### config.mk
export PLATFORM = sky130hd
export DESIGN_NAME = if_stage_fetch
export DESIGN_NICKNAME = d
export VERILOG_FILES = /design/src/rtl/if_stage_fetch.sv
export SDC_FILE = /design/constraint.sdc
export NUM_CORES = 1
export LEC_CHECK = 0
export CAP_MARGIN = 20
export CORE_ASPECT_RATIO = 1.2
export CORE_MARGIN = 8
export CORE_UTILIZATION = 44
export DETAILED_ROUTE_END_ITERATION = 8
export HOLD_SLACK_MARGIN = 0.05
export PLACE_DENSITY = 0.84
export SLEW_MARGIN = 20
export SYNTH_ARGS = -nofsm -noshare
export SYNTH_HDL_FRONTEND = slang
export SYNTH_SLANG_ARGS = --single-unit
### constraint.sdc
create_clock -name clk -period 1.8 [get_ports clk]
set_input_delay 0.18 -clock clk [delete_from_list [all_inputs] [get_ports clk]]
set_output_delay 0.18 -clock clk [all_outputs]
set_load 0.02 [all_outputs]
### src/rtl/if_stage_fetch.sv
// Instruction-fetch stage with IF/ID pipeline register.
// Allows one outstanding request to a variable-latency instruction memory.
module if_stage_fetch #(
  parameter int unsigned          ADDR_W   = 32,
  parameter int unsigned          DATA_W   = 32,
  parameter logic [ADDR_W-1:0]    RESET_PC = '0
) (
  input  logic              clk,
  input  logic              rst,
  input  logic              freeze,
  input  logic              branch_taken,
  input  logic [ADDR_W-1:0] branch_addr,
  output logic              imem_req,
  output logic [ADDR_W-1:0] imem_addr,
  input  logic              imem_ready,
  input  logic              imem_rvalid,
  input  logic [DATA_W-1:0] imem_rdata,
  output logic [ADDR_W-1:0] pc_out,
  output logic [DATA_W-1:0] instr_out,
  output logic              valid_out
);

  typedef enum logic [1:0] {StFetch, StWait, StHold} state_e;

  state_e              state_q, state_d;
  logic [ADDR_W-1:0]   pc_q, pc_d;
  logic                discard_q, discard_d;
  logic [DATA_W-1:0]   hold_q, hold_d;
  logic                load;
  logic [DATA_W-1:0]   load_data;
  logic [ADDR_W-1:0]   pc_plus4;
  logic                accept;

  assign imem_req  = rst && (state_q == StFetch);
  assign imem_addr = pc_q;
  assign accept    = imem_req && imem_ready;
  assign pc_plus4  = pc_q + ADDR_W'(4);

  always_comb begin
    state_d   = state_q;
    pc_d      = pc_q;
    discard_d = discard_q;
    hold_d    = hold_q;
    load      = 1'b0;
    load_data = hold_q;
    unique case (state_q)
      StFetch: begin
        if (accept) begin
          state_d   = StWait;
          // A redirect in the accept cycle makes the in-flight response stale.
          discard_d = branch_taken;
        end
      end
      StWait: begin
        if (imem_rvalid) begin
          if (discard_q || branch_taken) begin
            discard_d = 1'b0;
            state_d   = StFetch;
          end else if (!freeze) begin
            load      = 1'b1;
            load_data = imem_rdata;
            state_d   = StFetch;
          end else begin
            hold_d  = imem_rdata;
            state_d = StHold;
          end
        end else if (branch_taken) begin
          discard_d = 1'b1;
        end
      end
      StHold: begin
        if (branch_taken) begin
          state_d = StFetch;
        end else if (!freeze) begin
          load      = 1'b1;
          load_data = hold_q;
          state_d   = StFetch;
        end
      end
      default: state_d = StFetch;
    endcase
    if (load) pc_d = pc_plus4;
    if (branch_taken) pc_d = branch_addr;
  end

  always_ff @(posedge clk or negedge rst) begin
    if (!rst) begin
      state_q   <= StFetch;
      pc_q      <= RESET_PC;
      discard_q <= 1'b0;
      hold_q    <= '0;
    end else begin
      state_q   <= state_d;
      pc_q      <= pc_d;
      discard_q <= discard_d;
      hold_q    <= hold_d;
    end
  end

  // IF/ID register: a flush beats a load, and a load beats a freeze hold.
  always_ff @(posedge clk or negedge rst) begin
    if (!rst) begin
      pc_out    <= '0;
      instr_out <= '0;
      valid_out <= 1'b0;
    end else if (branch_taken) begin
      valid_out <= 1'b0;
    end else if (load) begin
      pc_out    <= pc_plus4;
      instr_out <= load_data;
      valid_out <= 1'b1;
    end else if (!freeze) begin
      valid_out <= 1'b0;
    end
  end

endmodule

Yosys cells after proc, flatten, opt, wreduce, memory -nomap -nowiden
Index checks and enable logic that the tools add are counted.

Add/sub/neg operators: 1. Equal/unequal tests: 8. Multiplexer cells: 26. Bitwise gates (word level): 2. Reductions and logical operators: 10.

Operator list (number): $mux 32 (6); $add 32x3->32 const B (1); $mux 2 (6); $mux 1 (11); $ne 3x3->1 const B (3); $reduce_and 4->1 (2); $pmux 2 s3 (1); $ne 2x2->1 const B (2); $pmux 1 s2 (2); $reduce_bool 2->1 (2); $ne 3x1->1 const B (1); $reduce_and 3->1 (1); $eq 2x1->1 const B (1); $eq 2x2->1 const B (1); $logic_and 1x1->1 (2); $logic_not 2->1 (1); $not 1->1 (2); $reduce_and 2->1 (1); $logic_or 1x1->1 (1).

Register bits: 132. Input port bits: 70. Output and inout port bits: 98. Logic and storage cells: 54.

Longest topological paths before layout
Word-level depth: 6. Gate-level depth with buffers: 10. Mapped depth without buffers: 7.

Least setup slack after synthesis
Ideal clock, no wire load.

Path type: register to register. From: register state_q[1]. To: register pc_out[0]. Library setup time: 0.125 ns. Arrival: 1.881 ns. Required time: 1.675 ns. Path slack: -0.206 ns. Cell stages (with the launch flop): 9. Buffers on the path: 2. Clock period less this slack: 2.006 ns. Cells stage by stage: dfrtp_1 > inv_1 > ha_1 > nand3b_4 > a211oi_4 > nand2b_1 > buf_2 > buf_6 > mux2_4.

Cells in the longest elaborated chain, start to end: 3. Elaborated cells on any way between the ends: 4. Those cells by class: eq/ne: 2; mux: 1; reduce/logical: 1.

Ends and longest elaborated chain: from (decl) (line 25) `state_e state_q, state_d;`; from (signal assigned) (line 88) `state_q <= StFetch;`; from (signal assigned) (line 93) `state_q <= state_d;`; $eq 2x2->1 or $eq 2x1->1 (tied branches) (line 46) `unique case (state_q)`; $pmux 1 s2 * (line 46); $reduce_and 2->1 (no source line) *; to (signal assigned) (line 109) `pc_out <= pc_plus4;`; to (decl) (line 18) `output logic [ADDR_W-1:0] pc_out,`.

Every way passes the cells marked *; elsewhere a longest branch is shown, timed or not. A chain may end at the register's enable or synchronous reset.

Worst setup path after layout
From: register state_q[1]. To: register instr_out[22].

Cells in the longest elaborated chain, start to end: 3. Elaborated cells on any way between the ends: 5. Those cells by class: eq/ne: 2; mux: 2; reduce/logical: 1.

Ends and longest elaborated chain: $eq 2x2->1 or $eq 2x1->1 (tied branches) (line 46); $pmux 1 s2 (line 46); $reduce_and 2->1 (no source line); to (signal assigned) (line 110) `instr_out <= load_data;`; to (decl) (line 19) `output logic [DATA_W-1:0] instr_out,`.

Several ways; a longest one is shown, not always the timed one.

==> metrics.txt <==
Critical Path Start Type=register; Yosys Warn Count=0; Clock H-tree levels=4; Setup Viol. Count Final=120; maximum clock rate=481 MHz; cells taking the most area after synthesis=sky130_fd_sc_hd__dfrtp_1 (51%), sky130_fd_sc_hd__xnor2_1 (6.5%), sky130_fd_sc_hd__nand2_1 (6.4%), sky130_fd_sc_hd__mux2_2 (6.0%), sky130_fd_sc_hd__mux2i_1 (5.1%); synthesis-to-finish area growth=62.2%; Chip Height=148 um; Total GRT Usage=0.194; number of core rows=48; Detailed Route WL=21.1 mm; launching point of the worst reg2reg path=state_q[1]; Core Region=14,400 um2; die outline area=18,800 um2; global placer's final weighted congestion=0.835; violated checks=setup timing; count of final hold-check violations=0; Worst Path Buf+Inv=4; buffer cell driving the clock tree root=sky130_fd_sc_hd__clkbuf_16; number of iterations in the first detailed-routing pass=5; total clock buffers created by CTS=17; # IOs=168; top metal layer carrying routed signals=met4; required time at the worst-slack endpoint=2100 ps; CP endpoint kind=register; remaining design rule violation count=0; destination of the worst register-to-register timing path=instr_out[22]; setup repair after global routing missed its margin=true; CTS tree=done; remaining max-slew budget at the tightest pin=0.490; Setup Skew=9.92 ps; count of non-filler cells in the finished layout=1,025; crit path DAT=2380 ps; remaining global-route overflow=0; area share of the largest cell type after synthesis=0.513; number of vias after detailed routing=5,515; endpoint with the worst hold slack=discard_q; clock latency on the worst-skew pair=430 ps; cell seen most often among critical-path stages=sky130_fd_sc_hd__buf_6; share of synthesized area occupied by flip-flops and latches=0.513; cell area power density=1440 nW/um2; classification of the worst setup path=register to register; vias in the first global route=5,561; I/O Buffers=167; final worst path period need=2080 ps; clock input transition at the sequential cells of the worst setup and hold paths=60 ps; cell type contributing the most total cell area after synthesis=sky130_fd_sc_hd__dfrtp_1; Ant. Diodes=0; worst hold margin=172 ps; count of maximum capacitance violations=0; Final Worst Setup Slack=-281 ps; Detailed Place HPWL=12.7 mm; Mapped Cells=608; routed length per placed instance=20.6 um; biggest cell delay along the critical path=410 ps; max-slew violation count=0; horizontal die dimension=126 um; highest fanout seen on the critical path=11; met2 routed wirelength=11.6 mm; worst hold path startpoint=branch_taken; violation count after the first detailed-routing iteration=314; synthesized net count=683; Top delay family on crit path=buffers and inverters; FF+latch count, synth=132; global-route wire length before repair=28.9 mm; cell-by-cell trace of the critical path=inv_2 > ha_4 > nand3b_4 > buf_6 > buf_6 > or3_4 > buf_12 > mux2i_1 > o21ai_1; depth of the worst hold-timing path=3; effective utilization at floorplan=0.448; clock tree sinks=132; number of cell instances on the worst register-to-register path=9; Layout Nets=912; maximum root-to-sink buffer count=2; initial antenna violation count=0; ratio of cells with drive above 1 in the final layout=0.298; number of nets with antenna violations after routing=0; Critical Path Slowest Stage Cell=sky130_fd_sc_hd__or3_4; crit share post-route=1.16; wire length on met3=913 um; maximum number of pins on one net before global-route repair=132; routed metal-1 wire length=8.07 mm; measured slew at the worst slew-check pin=765 ps; placed insts=968; Yosys cell types=44; worst min path class=input pin to register; average cell area after synthesis=10.6 um2; result of the run=complete, but fails checks; routed via count divided by cell count=5.38; setup slack, reg-to-reg=-280 ps; netlist area before placement=6430 um2; leakage power=4.77 nW; maximum VDD drop=0.000667 V
registers in the layout (all words and copies together), names as in the netlist:
register	flops
imem_addr	32
instr_out	32
discard_q	1
state_q	2
pc_out	32
hold_q	32
valid_out	1
cell usage after synthesis, drive strengths merged:
cell	n
dfrtp	132
nand2	109
o21ai	94
xnor2	48
mux2	38
mux2i	33
buf	23
clkbuf	18
nor3	18
nor2	17
nand4	12
inv	9
xor2	9
nand3	8
and3	6
nor4	6
ha	5
and4	4
and2	3
nor2b	2
nor4b	2
or3	2
a211o	1
a211oi	1
a21o	1
a21oi	1
a311oi	1
nand2b	1
nand3b	1
nor3b	1
o2bb2ai	1
or3b	1
cell usage in the layout (no fill, tap or decap), drive strengths merged, types with 2 or more instances in the layout:
cell / netlist / routed
and2: 3 / 3
and3: 6 / 6
and4: 4 / 4
buf: 23 / 76
bufinv: 0 / 4
clkbuf: 18 / 30
clkdlybuf4s50: 0 / 158
clkinv: 0 / 5
clkinvlp: 0 / 2
dfrtp: 132 / 132
dlygate4sd2: 0 / 2
dlymetal6s2s: 0 / 4
ha: 5 / 5
inv: 9 / 10
mux2: 38 / 38
mux2i: 33 / 33
nand2: 109 / 109
nand3: 8 / 8
nand4: 12 / 12
nor2: 17 / 17
nor2b: 2 / 2
nor3: 18 / 18
nor4: 6 / 6
nor4b: 2 / 2
o21ai: 94 / 94
or3: 2 / 2
xnor2: 48 / 48
xor2: 9 / 9
worst register-to-register path, cell delays in order (launching register included):
cell	delay (ps)
sky130_fd_sc_hd__dfrtp_1	400
sky130_fd_sc_hd__inv_2	120
sky130_fd_sc_hd__ha_4	170
sky130_fd_sc_hd__nand3b_4	90
sky130_fd_sc_hd__buf_6	130
sky130_fd_sc_hd__buf_6	110
sky130_fd_sc_hd__or3_4	410
sky130_fd_sc_hd__buf_12	190
sky130_fd_sc_hd__mux2i_1	240
sky130_fd_sc_hd__o21ai_1	100
power breakdown:
group	internal [mW]	switching (mW)	leakage, nW
sequential	4.12	0.824	1.66
combinational	3.30	3.02	2.80
clock	2.43	1.33	0.312
total	9.85	5.18	4.77
per-stage QoR:
step	area (um2)	power (mW)	util	setup WS [ps]	setup TNS [ps]
after global placement	8720	9.96	0.607	-200	-11040
final	10400	15.0	0.727	-281	-15270
after global routing	10400	15.7	0.727	-374	-25380
after detailed placement	8720	10.2	0.607	-282	-13200
after CTS	9650	14.2	0.672	-220	-11010
after floorplan	6470	7.50	-	-102	-4690
routing by layer:
| metal | up-vias | global-route usage |
|---|---|---|
| met1 | 2745 | 0.215 |
| li1 | 2543 | - |
| met4 | 0 | 0.0802 |
| met3 | 38 | 0.0444 |
| met5 | - | 0 |
| met2 | 189 | 0.349 |
cells by family after synthesis:
family | Yosys count | share of synthesized area
and+or+nand+nor | 193 | 0.160
DFF | 132 | 0.513
AOI/OAI and AO/OA | 100 | 0.0823
muxes | 71 | 0.120
xor gates and xnor gates | 57 | 0.0776
buffers and inverters | 50 | 0.0373
adders and majority gates | 5 | 0.00972
cell type report:
class,instances,area (um2)
multi-input cells,426,3470
fillers,924,3920
flip-flops and latches,132,3310
repair buffers,251,2760
well taps,175,219
clock inverters,12,176
clock buffers,20,467
inverters,9,33.8
repair_timing:
item                       in CTS  in global routing
cloned                          3                 10
pin swaps                      14                 48
gates resized for setup        62                130
hold buffers                    1                  0
setup endpoints to repair      91                133
buffers inserted                8                  5
hold endpoints to repair      132                  0
worst max-delay path by stage:
stage	from	end	slack [ps]	cells past startpoint
floorplan	state_q[0]	pc_out[0]	-100	8
global placement	imem_rvalid	imem_addr[28]	-200	7
detailed placement	imem_rvalid	imem_addr[13]	-280	8
CTS	state_q[0]	imem_addr[11]	-220	9
global route	state_q[1]	instr_out[22]	-370	9
finish	state_q[1]	instr_out[22]	-280	9
Note: power is estimated with default switching activity, not from simulation.
==> RTL edit 1 (config.mk and constraints unchanged) <==
Change the parameter `DATA_W` from 32 to 64.
--- a/src/rtl/if_stage_fetch.sv
+++ b/src/rtl/if_stage_fetch.sv
@@ -2,7 +2,7 @@
 // Allows one outstanding request to a variable-latency instruction memory.
 module if_stage_fetch #(
   parameter int unsigned          ADDR_W   = 32,
-  parameter int unsigned          DATA_W   = 32,
+  parameter int unsigned          DATA_W   = 64,
   parameter logic [ADDR_W-1:0]    RESET_PC = '0
 ) (
   input  logic              clk,
Interface: changed (resized imem_rdata and instr_out); port bits go from 168 to 232. No check against the original RTL was run, so the function may have changed too.
==> RTL edit 1 against the original RTL <==
The flow still finishes with violations (negative setup slack). Critical path depth unchanged. Clock skew increased by 3.5 ps. Sequential share of layout area decreased by 0.11 points. Power increased by 44%. Area after synthesis increased by 37%. Clock power increased by 2%. Sequential cell count increased by 64. Setup slack improved by 8.5 ps. Final cell count increased by 41%. Final area increased by 49%. Wire length increased by 61%. Largest power group unchanged.
==> RTL edit 1: results (changes against the original RTL) <==
Critical path:
- The worst setup path startpoint is state_q[0]$_DFFE_PN0P_.
- The critical path ends at pc_out[1]$_DFFE_PN0P_.
- The critical path arrival is 2400 ps (+20 ps).
- The critical-path cell with the highest stage delay is dfrtp_1.

Place:
- The count of input and output buffers is 231 (+38%).
- The count of placed standard cells including taps came to 1321 (+36%).
- The placement-stage worst setup slack is -226 ps (+55.9 ps).
- The weighted congestion reported at the end of routability-driven placement is 0.815 (-2.4%).

CTS:
- The clock latency on the worst-skew pair is 450 ps (+20 ps).
- The register clock-pin slew on the reported worst setup and hold paths is 80 ps (+20 ps).

Yosys:
- The sequential fraction of the synthesis area is 55.5% (+4.2 points).
- The commonest cells after synthesis are dfrtp_1 (196), nand2_1 (147), o21ai_0 (124), mux2_2 (70), mux2i_1 (65).
- The mean instance size in the synthesized netlist is 10.9 um^2 (+2.6%).
- The post-synthesis cell type count was 34 (-23%).
- The net count after synthesis is 921 (+35%).

Cells and area:
- The number of filler cells placed in the layout is 1115 (+21%).
- The filler-free cell count of the finished design is 1443 (+41%).
- The share of cells above drive strength 1 is 39.3% (+9.5 points).

STA:
- The worst path setup slack after routing is -273 ps (+8.54 ps).
- The clock skew after layout is 13.5 ps (+3.55 ps).
- The measured slew at the worst slew-check pin came to 950 ps (+184 ps).
- The setup total negative slack came to -35360 ps (-20090 ps).
- The total setup violations reported at the end of the flow was 189 (+57%).

Outcome:
- The checks that failed: negative setup slack.
- The run finished, with violations left.

Route:
- The total number of vias is 8047 (+46%).
- The number of design-rule violations left by the first detailed-router iteration is 465 (+48%).
- The post-detailed-routing wire length came to 34000 um (+61%).

Power:
- The leakage power figure is 7.13 nW (+49%).
- The switching component of the power is 8.18 mW (+58%).

Global route:
- The global-route wire length before repair is 47300 um (+64%).
- The overall fraction of global-route tracks in use is 24.1% (+4.7 points).
- The number of global-route vias before repair was 8442 (+52%).
- The initial antenna violation count was 4 (+4).
- The maximum number of pins on one net before global-route repair is 77 (-42%).
-- RTL edit 1: area by class of cell --
class	instances	area (um^2)	area share [%]
multi-input cells	563	5110	32.8
flip-flops and latches	196	4920	31.6
repair buffers	382	4610	29.6
clock buffers	17	425	2.73
well taps	265	332	2.13
clock inverters	15	161	1.04
inverters	4	15.0	0.0964
diodes	1	2.50	0.0161
-- RTL edit 1: repair_timing --
item                                   CTS  global route
setup buffers                           48            22
hold buffers                             1             0
gates resized for setup                273           282
endpoints found under the hold margin  106             0
cloned                                  30            13
pin swaps                               66            96
setup endpoints to repair              188           199
-- RTL edit 1: power groups by stage --
stage                     Sequential (mW)  Combinational, mW  Clock, mW
after global routing                 7.91               10.5       4.04
after floorplan                      8.39               2.45          0
after CTS                            7.26               8.58       3.83
after detailed placement             7.27               7.13          0
after global placement               7.18               6.92          0
final                                7.75               9.99       3.83
-- RTL edit 1: metrics by stage --
step / area, um^2 / hold WS [ps] / power, mW
after floorplan: 9050 / -116 / 10.8
after global placement: 12000 / 438 / 14.1
after detailed placement: 12000 / 441 / 14.4
after CTS: 14500 / 103 / 19.7
after global routing: 15600 / 140 / 22.5
final: 15600 / 142 / 21.6
-- RTL edit 1: how the worst min path moves through the flow --
stage                 start                  endpoint  slack (ps)  cells after the start
3_3_place_gp            rst  instr_out[2]$_DFFE_PN0P_         440                      2
6_report       branch_taken     discard_q$_DFFE_PN0P_         140                      3
3_5_place_dp            rst  instr_out[2]$_DFFE_PN0P_         440                      2
4_1_cts        branch_taken     discard_q$_DFFE_PN0P_         100                      3
5_1_grt        branch_taken     discard_q$_DFFE_PN0P_         140                      3
2_1_floorplan           rst     discard_q$_DFFE_PN0P_        -120                      0
-- RTL edit 1: cell families after synthesis --
| family | share of synthesized area, % |
|---|---|
| AO/OA/AOI/OAI | 7.55 |
| XOR/XNOR | 5.55 |
| adder cells (fa/ha/maj) | 0.708 |
| buffers and inverters | 2.65 |
| flip-flops | 55.5 |
| multiplexers | 16.3 |
| AND/OR/NAND/NOR | 11.7 |
-- RTL edit 1: per-layer routing --
metal  vias to the layer above  global-route usage (%)  routed length, um
met4                         6                    9.88               1120
met2                       387                    42.2              17800
met5                         -                       0                 34
met3                        86                    6.58               2170
met1                      4046                    27.6              12900
li1                       3522                       -                  -
-- RTL edit 1: critical path, delay by kind of cell (launching register included) --
kind            cells  cell delay [ps]
buf+inv             4              530
simple gates        2              300
fa+ha+maj           1              150
flops               1              420
mux                 1              300
compound gates      1              240
==> RTL edit 2 (same flow settings) <==
Made on the original files. Reset style: synchronous (`rst`), changed in 2 clocked blocks.
--- a/src/rtl/if_stage_fetch.sv
+++ b/src/rtl/if_stage_fetch.sv
@@ -83,7 +83,7 @@
     if (branch_taken) pc_d = branch_addr;
   end
 
-  always_ff @(posedge clk or negedge rst) begin
+  always_ff @(posedge clk) begin
     if (!rst) begin
       state_q   <= StFetch;
       pc_q      <= RESET_PC;
@@ -98,7 +98,7 @@
   end
 
   // IF/ID register: a flush beats a load, and a load beats a freeze hold.
-  always_ff @(posedge clk or negedge rst) begin
+  always_ff @(posedge clk) begin
     if (!rst) begin
       pc_out    <= '0;
       instr_out <= '0;
Behaviour: differs if rst is asserted again (counterexample within 4 cycles, from zero or initial values and one cycle with rst low); with rst held inactive, the same outputs for 4 cycles.
==> RTL edit 2 against the original RTL <==
The flow still finishes with violations (negative setup slack). Sequential share of layout area down 5.8 points. Maximum frequency is 2.4% higher. Final area down 0.37%. Sequential cell count is the same. Wire length is 21% higher. Setup slack better by 49 ps. Area after synthesis shrank 1.9%. Final cell count increased by 18%. Critical endpoint is now instr_out[8]$_SDFFE_PN0P_.
Power is not compared: it rests on default switching activity, and its combinational part moved more than twofold at a synthesized area within 25%.
==> RTL edit 2: results (changes against the original RTL) <==
Cells and area:
- The clock distribution area overhead in the final layout is 5.50% (-0.66 points).
- The count of inverters not on the clock network in the layout was 10 (+1).
- The number of filler cells placed in the layout was 954 (+3.2%).
- The area occupied by multi-input gates came to 3720 um^2 (+7.2%).
- The number of buffers other than clock buffers in the final layout came to 312 (+24%).
- The final layout net count is 1096 (+20%).
- The area taken by flip-flops and latches came to 2690 um^2 (-19%).
- The fraction of the core area covered by cells at the end of the flow was 73.0% (+0.34 points).
- The share of cells above drive strength 1 is 26.2% (-3.6 points).

STA:
- The worst path setup slack after routing is -232 ps (+48.9 ps).
- The setup total negative slack came to -8030 ps (+7240 ps).
- The measured slew at the worst slew-check pin is 434 ps (-332 ps).
- The total setup violations reported at the end of the flow came to 77 (-36%).
- The clock skew after layout was 9.50 ps (-0.413 ps).

Yosys:
- The post-synthesis cell type count is 61 (+39%).
- In the synthesized netlist the dominant register cell turns out to be dfxtp_1.
- The sequential fraction of the synthesis area was 41.9% (-9.5 points).
- By count the netlist is led by dfxtp_1 (132), nand2_1 (89), a21oi_1 (56), o21ai_0 (56), clkbuf_1 (53).
- The mean instance size in the synthesized netlist is 8.31 um^2 (-22%).
- The net count after synthesis is 834 (+22%).

Critical path:
- Among all stages on the critical path, the largest delay is contributed by dfxtp_2.
- The slack of the worst reg-to-reg path came to -230 ps (+50 ps).
- The startpoint identified for the worst register-to-register timing path is state_q[0]$_SDFFE_PN0P_.
- The worst reg2reg path endpoint is instr_out[8]$_SDFFE_PN0P_.
- The highest fanout seen on the critical path came to 8 (-3).
- The cell class contributing the biggest share of worst-path delay is compound AO/OA/AOI/OAI gates.
- The delay of the slowest critical-path stage was 360 ps (-50 ps).

Place:
- The placement-stage worst setup slack is -322 ps (-40.8 ps).
- The estimated wirelength of the detail-placed design was 15200 um (+20%).
- The post-place instance area was 9020 um^2 (+3.5%).
- The weighted congestion reported at the end of routability-driven placement came to 0.927 (+11%).

CTS:
- The number of setup buffers added after CTS is 21 (+13).

Outcome:
- The final reports fail on negative setup slack.
- The run finished, with violations left.

Global route:
- The overall fraction of global-route tracks in use is 24.5% (+5.1 points).
- The number of global-route vias before repair came to 7033 (+26%).

Route:
- The number of design-rule violations left by the first detailed-router iteration is 616 (+96%).
- The post-detailed-routing wire length is 25600 um (+21%).
- The total number of vias is 7395 (+34%).

Worst hold path:
- The count of cells along the worst hold path is 4 (+1).
- The path with the worst hold slack has its endpoint at imem_addr[10]$_SDFFE_PN0P_.
- The startpoint identified for the worst hold timing path is rst.
RTL edit 2: cell count changes after synthesis, moves of 33 or more:
cell	before	now
xnor2_1	48	12
mux2_2	34	1
dfrtp_1	132	0
clkbuf_1	18	53
o21ai_1	55	0
a21oi_1	1	56
a211oi_1	0	46
dfxtp_1	0	132
RTL edit 2: logic make-up after synthesis:
logic type	count (synthesis)	synth area share, %
compound gates	217	21.4
xor+xnor	18	2.50
fa+ha+maj	4	0.793
buf+inv	81	5.35
flops	132	41.9
mux	36	5.73
simple gates	272	22.3
RTL edit 2: per-layer routing:
metal  global-route usage (%)  part of all wire, %  vias to the layer above
met1                     26.8                   37                     3502
met4                     11.7                  4.1                        0
met3                     7.69                  9.5                       96
met2                     42.3                   49                      460
met5                        0                    0                        -
li1                         -                    -                     3337
RTL edit 2: report_power, final:
group / leakage (nW) / switching (mW) / internal [mW]
clock network: 0.278 / 1.45 / 1.94
registers: 1.08 / 0.0841 / 3.00
logic: 2.58 / 0.555 / 0.546
